[src/rtl/mux_demux_pkg.sv]
// rtl/mux_demux_pkg.sv - shared constants and helpers for the shared-lane router
package mux_demux_pkg;

    localparam logic MODE_FIXED = 1'b0;
    localparam logic MODE_RR    = 1'b1;

    // Channel index width; a single channel still carries a 1-bit tag.
    function automatic int chan_w(input int n);
        return (n > 1) ? $clog2(n) : 1;
    endfunction

endpackage

[src/rtl/rr_arbiter_n.sv]
// rtl/rr_arbiter_n.sv - fixed-select / round-robin arbiter with internal pointer
module rr_arbiter_n
    import mux_demux_pkg::*;
#(
    parameter  int N   = 2,
    localparam int CHW = chan_w(N)
) (
    input  logic           clock,
    input  logic           resetn,
    input  logic [N-1:0]   req,
    input  logic           mode,
    input  logic [CHW-1:0] sel,
    input  logic           en,
    output logic [N-1:0]   grant,
    output logic [CHW-1:0] idx
);

    logic [CHW-1:0] ptr;
    logic           found;
    int             j;

    always_comb begin
        grant = '0;
        idx   = '0;
        found = 1'b0;
        j     = 0;
        if (mode == MODE_FIXED) begin
            // Comparing against each legal index makes sel >= N grant nothing.
            for (int i = 0; i < N; i++) begin
                if (sel == CHW'(i) && req[i]) begin
                    grant[i] = 1'b1;
                    idx      = CHW'(i);
                end
            end
        end else begin
            for (int k = 0; k < N; k++) begin
                j = int'(ptr) + k;
                if (j >= N) begin
                    j = j - N;
                end
                if (!found && req[j]) begin
                    found    = 1'b1;
                    grant[j] = 1'b1;
                    idx      = CHW'(j);
                end
            end
        end
    end

    always_ff @(posedge clock) begin
        if (!resetn) begin
            ptr <= '0;
        end else if (en && |grant) begin
            ptr <= (idx == CHW'(N - 1)) ? '0 : idx + 1'b1;
        end
    end

endmodule

[src/rtl/mux_to_demux_n.sv]
// rtl/mux_to_demux_n.sv - N-channel arbitrated shared pipeline lane with tag demux
module mux_to_demux_n
    import mux_demux_pkg::*;
#(
    parameter  int ID     = 1,
    parameter  int WIDTH  = 2,
    parameter  int N      = 2,
    parameter  int STAGES = 1,
    localparam int CHW    = chan_w(N)
) (
    input  logic                      clock,
    input  logic                      resetn,
    input  logic                      mode,
    input  logic [CHW-1:0]            sel,
    input  logic [N-1:0][WIDTH-1:0]   in_data,
    input  logic [N-1:0]              in_valid,
    output logic [N-1:0]              in_ready,
    output logic [N-1:0][WIDTH-1:0]   out_data,
    output logic [N-1:0]              out_valid,
    input  logic [N-1:0]              out_ready
);

    if (ID < 0 || WIDTH < 1 || N < 1 || STAGES < 1) begin : g_bad_params
        $error("mux_to_demux_n: illegal parameter value");
    end

    logic             st_valid [STAGES];
    logic [CHW-1:0]   st_tag   [STAGES];
    logic [WIDTH-1:0] st_data  [STAGES];

    logic [N-1:0]     grant;
    logic [CHW-1:0]   grant_idx;
    logic             stall;
    logic             accept;

    // A blocked head freezes the whole lane; bubbles are not collapsed.
    assign stall    = st_valid[STAGES-1] & ~out_ready[st_tag[STAGES-1]];
    assign in_ready = (resetn && !stall) ? grant : '0;
    assign accept   = |(in_valid & in_ready);

    rr_arbiter_n #(.N(N)) u_arb (
        .clock  (clock),
        .resetn (resetn),
        .req    (in_valid),
        .mode   (mode),
        .sel    (sel),
        .en     (resetn & ~stall),
        .grant  (grant),
        .idx    (grant_idx)
    );

    always_ff @(posedge clock) begin
        if (!resetn) begin
            st_valid[0] <= 1'b0;
            st_tag[0]   <= '0;
            st_data[0]  <= '0;
        end else if (accept) begin
            st_valid[0] <= 1'b1;
            st_tag[0]   <= grant_idx;
            st_data[0]  <= in_data[grant_idx];
        end else if (!stall) begin
            st_valid[0] <= 1'b0;
        end
    end

    for (genvar s = 1; s < STAGES; s++) begin : g_stage
        always_ff @(posedge clock) begin
            if (!resetn) begin
                st_valid[s] <= 1'b0;
                st_tag[s]   <= '0;
                st_data[s]  <= '0;
            end else if (!stall) begin
                st_valid[s] <= st_valid[s-1];
                st_tag[s]   <= st_tag[s-1];
                st_data[s]  <= st_data[s-1];
            end
        end
    end

    always_comb begin
        out_valid = '0;
        out_data  = '0;
        for (int i = 0; i < N; i++) begin
            if (resetn && st_tag[STAGES-1] == CHW'(i)) begin
                out_valid[i] = st_valid[STAGES-1];
                out_data[i]  = st_data[STAGES-1];
            end
        end
    end

endmodule

[config.mk]
export PLATFORM = sky130hd
export DESIGN_NAME = mux_to_demux_n
export DESIGN_NICKNAME = d
export VERILOG_FILES = /design/src/rtl/mux_demux_pkg.sv /design/src/rtl/rr_arbiter_n.sv /design/src/rtl/mux_to_demux_n.sv
export SDC_FILE = /design/constraint.sdc
export NUM_CORES = 1
export LEC_CHECK = 0
export BUFFER_PORTS_ARGS = -buffer_cell sky130_fd_sc_hd__buf_2
export CAP_MARGIN = 25
export CORE_AREA = 2 2 39 41
export DETAILED_ROUTE_END_ITERATION = 16
export DIE_AREA = 0 0 41 43
export GPL_TIMING_DRIVEN = 0
export PLACE_DENSITY_LB_ADDON = 0.15
export SLEW_MARGIN = 10
export SYNTH_ARGS = -nofsm -noshare
export SYNTH_HDL_FRONTEND = slang
export SYNTH_SLANG_ARGS = --single-unit
[constraint.sdc]
create_clock -name clock -period 3.9 [get_ports clock]
set_input_delay 0.585 -clock clock [delete_from_list [all_inputs] [get_ports clock]]
set_output_delay 0.585 -clock clock [all_outputs]
set_load 0.005 [all_outputs]
## Word-level counts from Yosys, hierarchy flattened

Memory sizes are Yosys's and may differ from the RTL's.
Index checks and enable logic that the tools add are counted.

- Bits in registers: 1
- Bits in writable memories: 4
- Output and inout bits: 8
- Logic and storage cells: 92
- Memories kept: 3

Memory list:

| name | words | bits a word | rd ports | clocked after Yosys merged registers in | wr ports | line | text |
|---|---|---|---|---|---|---|---|
| st_data | 1 | 2 | 1 | 0 | 1 | mux_to_demux_n.sv:29 | `logic [WIDTH-1:0] st_data [STAGES];` |
| st_tag | 1 | 1 | 1 | 0 | 1 | mux_to_demux_n.sv:28 | `logic [CHW-1:0] st_tag [STAGES];` |
| st_valid | 1 | 1 | 1 | 0 | 1 | mux_to_demux_n.sv:27 | `logic st_valid [STAGES];` |

- $add $sub $neg: 4
- Order comparisons: 8
- Mux-type cells: 51
- Bitwise operators: 8
- Reductions and logical operators: 17

Operators by type and width:

| operator | number |
|---|---|
| $mux W32 | 4 |
| $ge A32 B1 Y1 const B | 2 |
| $lt A32 B3 Y1 const B | 2 |
| $mux W1 | 35 |
| $ge A32 B3 Y1 const B | 1 |
| $sub A32 B3 Y32 const B | 1 |
| $mux W2 | 10 |
| $logic_and A1 B1 Y1 | 9 |
| $reduce_or A2 Y1 | 3 |
| $lt A1 B2 Y1 const B | 2 |
| $not A1 Y1 | 4 |
| $reduce_or A1 Y1 | 3 |
| $sub A1 B2 Y3 const B | 1 |
| $add A1 B1 Y2 const B | 1 |
| $and A1 B1 Y1 | 2 |
| $and A2 B2 Y2 | 1 |
| $demux W1 S1 | 2 |
| $ge A1 B2 Y1 const B | 1 |
| $logic_not A1 Y1 | 2 |
| $or A2 B2 Y2 | 1 |
| $add A1 B1 Y1 const B | 1 |

## Longest topological paths before layout

- Depth in word-level cells: 21
- Mapped depth: 3

## Modules after synthesis

A second synthesis with hierarchy kept.

- Cell total of the unflattened synthesis: 37
- Area, all modules: 361.6 µm²

Modules (own cells, without submodules):

| module | instances | cells an instance | area each (µm²) | seq. area each (µm²) |
|---|---|---|---|---|
| mux_to_demux_n | 1 | 26 | 274.0 | 120.1 |
| rr_arbiter_n | 1 | 11 | 87.6 | 20.0 |

## Worst setup path after synthesis

No wires, ideal clock.

- Kind: input -> output
- Start: in out_ready[0]
- End: out in_ready[1]
- Arrival time: 1156 ps
- Data required time: 3315 ps
- Slack: 2159 ps
- Cell stages on the path: 3
- Buffers on the path: 0
- Cells stage by stage: mux2_4 o21ai_2 nor2_1

- Word-level cells in the longest chain between the ends: 7

Ends and longest elaborated chain:

| what | line | text |
|---|---|---|
| start, declared | mux_to_demux_n.sv:20 | `input logic [N-1:0] out_ready` |
| $mux W1 (implied by the code) (2 in series) | mux_to_demux_n.sv:37 | `assign stall = st_valid[STAGES-1] & ~out_ready[st_tag[STAGES-1]];` |
| $not A1 Y1 | mux_to_demux_n.sv:37 |  |
| $and A1 B1 Y1 | mux_to_demux_n.sv:37 |  |
| $logic_not A1 Y1 | -- |  |
| $logic_and A1 B1 Y1 | mux_to_demux_n.sv:38 | `assign in_ready = (resetn && !stall) ? grant : '0;` |
| $mux W2 | mux_to_demux_n.sv:38 |  |
| end, declared | mux_to_demux_n.sv:17 | `output logic [N-1:0] in_ready,` |

No other way between the ends. The select of a mux whose other input is x is not followed.

## Worst setup path in the final report

- Start: mem st_tag[0] (netlist bit)
- End: out in_ready[1]

- Word-level cells in the longest chain between the ends: 8

Ends and longest elaborated chain:

| what | line |
|---|---|
| start, declared | mux_to_demux_n.sv:28 |
| $mem_v2 Z1 W1 | -- |
| $mux W1 (implied by the code) (2 in series) | mux_to_demux_n.sv:37 |
| $not A1 Y1 | mux_to_demux_n.sv:37 |
| $and A1 B1 Y1 | mux_to_demux_n.sv:37 |
| $logic_not A1 Y1 | -- |
| $logic_and A1 B1 Y1 | mux_to_demux_n.sv:38 |
| $mux W2 | mux_to_demux_n.sv:38 |

No other way between the ends. The select of a mux whose other input is x is not followed.

==> reports/metrics.cfg <==
[power]
p_sw_share_pct = 25.7
clkPwrFrac_pct = 35.9
power.density_nw_per_um2 = 334
power_frac_seq_pct = 42.6
p_sw_uw = 41.1
cellInternalPower_uw = 119
leakage_uw = 0.000234
p_comb_share_pct = 21.5
ir_drop_v = 0.0000943

[sta]
slew_headroom_pct = 74.3
rsz0062_at_grt = false
max_clock_freq_mhz = 472
setup_tns_ns = 0
tightest_slew_ns = 0.381
finalHoldViolCount = 0
setup_viol = 0
finalClockSkew_ns = 0.00241
hold_ws_ns = 0.544
fin_crit_sh_pct = 54.3
timing.final.crit_period_ns = 2.12
final_max_slew_viol_count = 0

[logic_synthesis]
synth_commonest_cells = 8 x nor2_1, 4 x edfxtp_1, 4 x nand2_1, 4 x nand3_1, 3 x and3_1
synthXorXnorAreaFrac_pct = 0
syn-num-nets = 51
yosysTopAreaCell = edfxtp_1
synth_top_family_by_area = simple AND/OR/NAND/NOR gates
syn_area_um2 = 338
synth.most_common_cell = nor2_1
ys_seq_area_share_pct = 41.5
synth.area.top_cells = edfxtp_1 36%, nor2_1 8.9%, dfxtp_1 5.9%
synth_top_area_share_pct = 35.6
yosysUniqueCellTypes = 19
synth-async-reset-ratio_pct = 0
synth_adder_area_share_pct = 0
synth_simple_gate_area_share_pct = 34.4
synth_warnings = 0
synth_mux_area_share_pct = 4.44
syn_area_per_cell_um2 = 8.66
synth_ff_type = edfxtp_1
synth_edf_count = 4
synth_compound_area_share_pct = 18.5
ys_seq_elements = 5
syn_inst = 39

[clock_network]
postCtsSetupBuffers = 0
clk_latency_ns = 0.24
cts_buffer_depth = 2
h-tree-depth = 1
post_cts_resized = 0
cts_root_buffer = clkbuf_4
cts_buffers = 3
clk_pin_slew_ns = 0.04
cts_hold_buf = 0
cts_sinks = 5
cts_tree = yes

[route]
wirelength_um = 817
drc = 0
ant_nets = 0
vias = 363
drt_pass1_iterations = 4
routedWlPerCell_um = 10.5
vias_per_cell = 4.65
drtIter0Drc = 6

[global_route]
grtUsageTotal_pct = 10.5
grt_pass1_wl_mm = 1.21
grt-ovfl-total = 0
antenna_found_initial = 0
grt_pass1_vias = 320
grt_start_max_net_pins = 10

[min_path]
hold_end = u_arb.ptr
hold_start = u_arb.ptr
hold_path.class = flip-flop to flip-flop
hold_path_depth = 1

[setup_path]
r2r_start = st_tag[0]
critPathCaptureType = output port
arrival_ns = 1.53
r2r-end = st_data[0][0]
setup.worst_path.class = flip-flop to output port
cp-start-kind = flip-flop
reg2regPathDepth = 3
critPathMaxFanout = 7
r2r_slack_ns = 2.30
required_ns = 3.31

[final_layout]
nFillCells = 149
final_util_pct = 34.6
n_antenna_cell = 0
nets = 75
area_growth_syn_to_layout_pct = 41.9
drive_above_1_share_pct = 40.3

[floorplan]
io_pins = 20
die_x_um = 41
initial_core_util_pct = 24.4
coreArea_um2 = 1380
num_rows = 14
dieArea_um2 = 1760
die_y_um = 43

[job]
drv_cap = 0

[placed_design]
hpwl_um = 636
portBuffers = 19
gp_congestion = 0.648

[outcome]
run_status = complete, no violations

==> power groups by stage <==
stage,clock network (uW),registers [uW],logic [uW]
2_1_floorplan,0,68.0,20.0
3_5_place_dp,0,69.2,34.5
4_1_cts,60.5,68.3,34.7
6_report,57.5,68.3,34.4
5_1_grt,65.5,69.1,38.3
3_3_place_gp,0,69.1,34.6
==> through the flow <==
step / total power, uW / setup WS, ns / instances / area (um^2)
3_5_place_dp: 104 / 1.88 / 74 / 453
5_1_grt: 173 / 1.68 / 78 / 479
4_1_cts: 163 / 1.77 / 78 / 479
2_1_floorplan: 88.0 / 2.16 / 39 / 338
3_3_place_gp: 104 / 1.88 / 74 / 453
6_report: 160 / 1.78 / 78 / 479
==> cell families (layout without fill, tap and decap cells) <==
family | after synthesis | in the layout
multiplexers | 1 | 1
AND/OR/NAND/NOR | 24 | 24
AO/OA/AOI/OAI | 8 | 8
flip-flops | 5 | 5
buffers and inverters | 1 | 24
==> layer usage <==
layer  share of wire (%)  global-route usage [%]  vias up
met5                   0                       0        -
met4                 2.1                    10.0        0
met3                 8.2                    3.14        2
met2                  41                    13.8       21
met1                  49                    12.8      146
li1                    -                       -      194
==> how the worst max path moves through the flow <==
stage	cells after the start	end	from	slack (ns)
after floorplan	3	in_ready[1]	out_ready[0]	2.16
after global placement	5	in_ready[1]	out_ready[0]	1.88
after detailed placement	5	in_ready[1]	out_ready[0]	1.88
after CTS	4	in_ready[1]	st_tag[0]	1.77
after global routing	4	in_ready[1]	st_tag[0]	1.68
final	4	in_ready[1]	st_tag[0]	1.78
==> state kept, by name (all words and copies together), names as in the netlist <==
register,count
st_data,2
u_arb.ptr,1
st_tag,1
st_valid,1
==> cells in the final DEF (no fill, tap or decap), drive strengths merged <==
master	count
mux2	1
buf	19
nand3	4
nand4	2
nand3b	1
o21a	1
a21oi	2
nand2b	1
nand2	4
o2111a	1
and3	3
or2	1
inv	1
dfxtp	1
o221a	1
o21ai	2
nor2	8
a32oi	1
clkbuf	4
edfxtp	4
==> worst max-delay path: stages, from the launching register on <==
cell and delay (ns):
edfxtp_1 0.47, mux2_4 0.36, o21ai_2 0.25, nor2_1 0.08
buf_2 0.13
==> layout make-up <==
| type | instances | area, um^2 | share of cell area (%) |
|---|---|---|---|
| Clock buffer | 4 | 26.3 | 5.48 |
| Inverter | 1 | 3.75 | 0.783 |
| Multi-Input combinational cell | 33 | 194 | 40.5 |
| Sequential cell | 5 | 140 | 29.2 |
| Tap cell | 16 | 20.0 | 4.18 |
| Timing Repair Buffer | 19 | 95.1 | 19.8 |
Note: power is estimated with default switching activity, not from simulation.
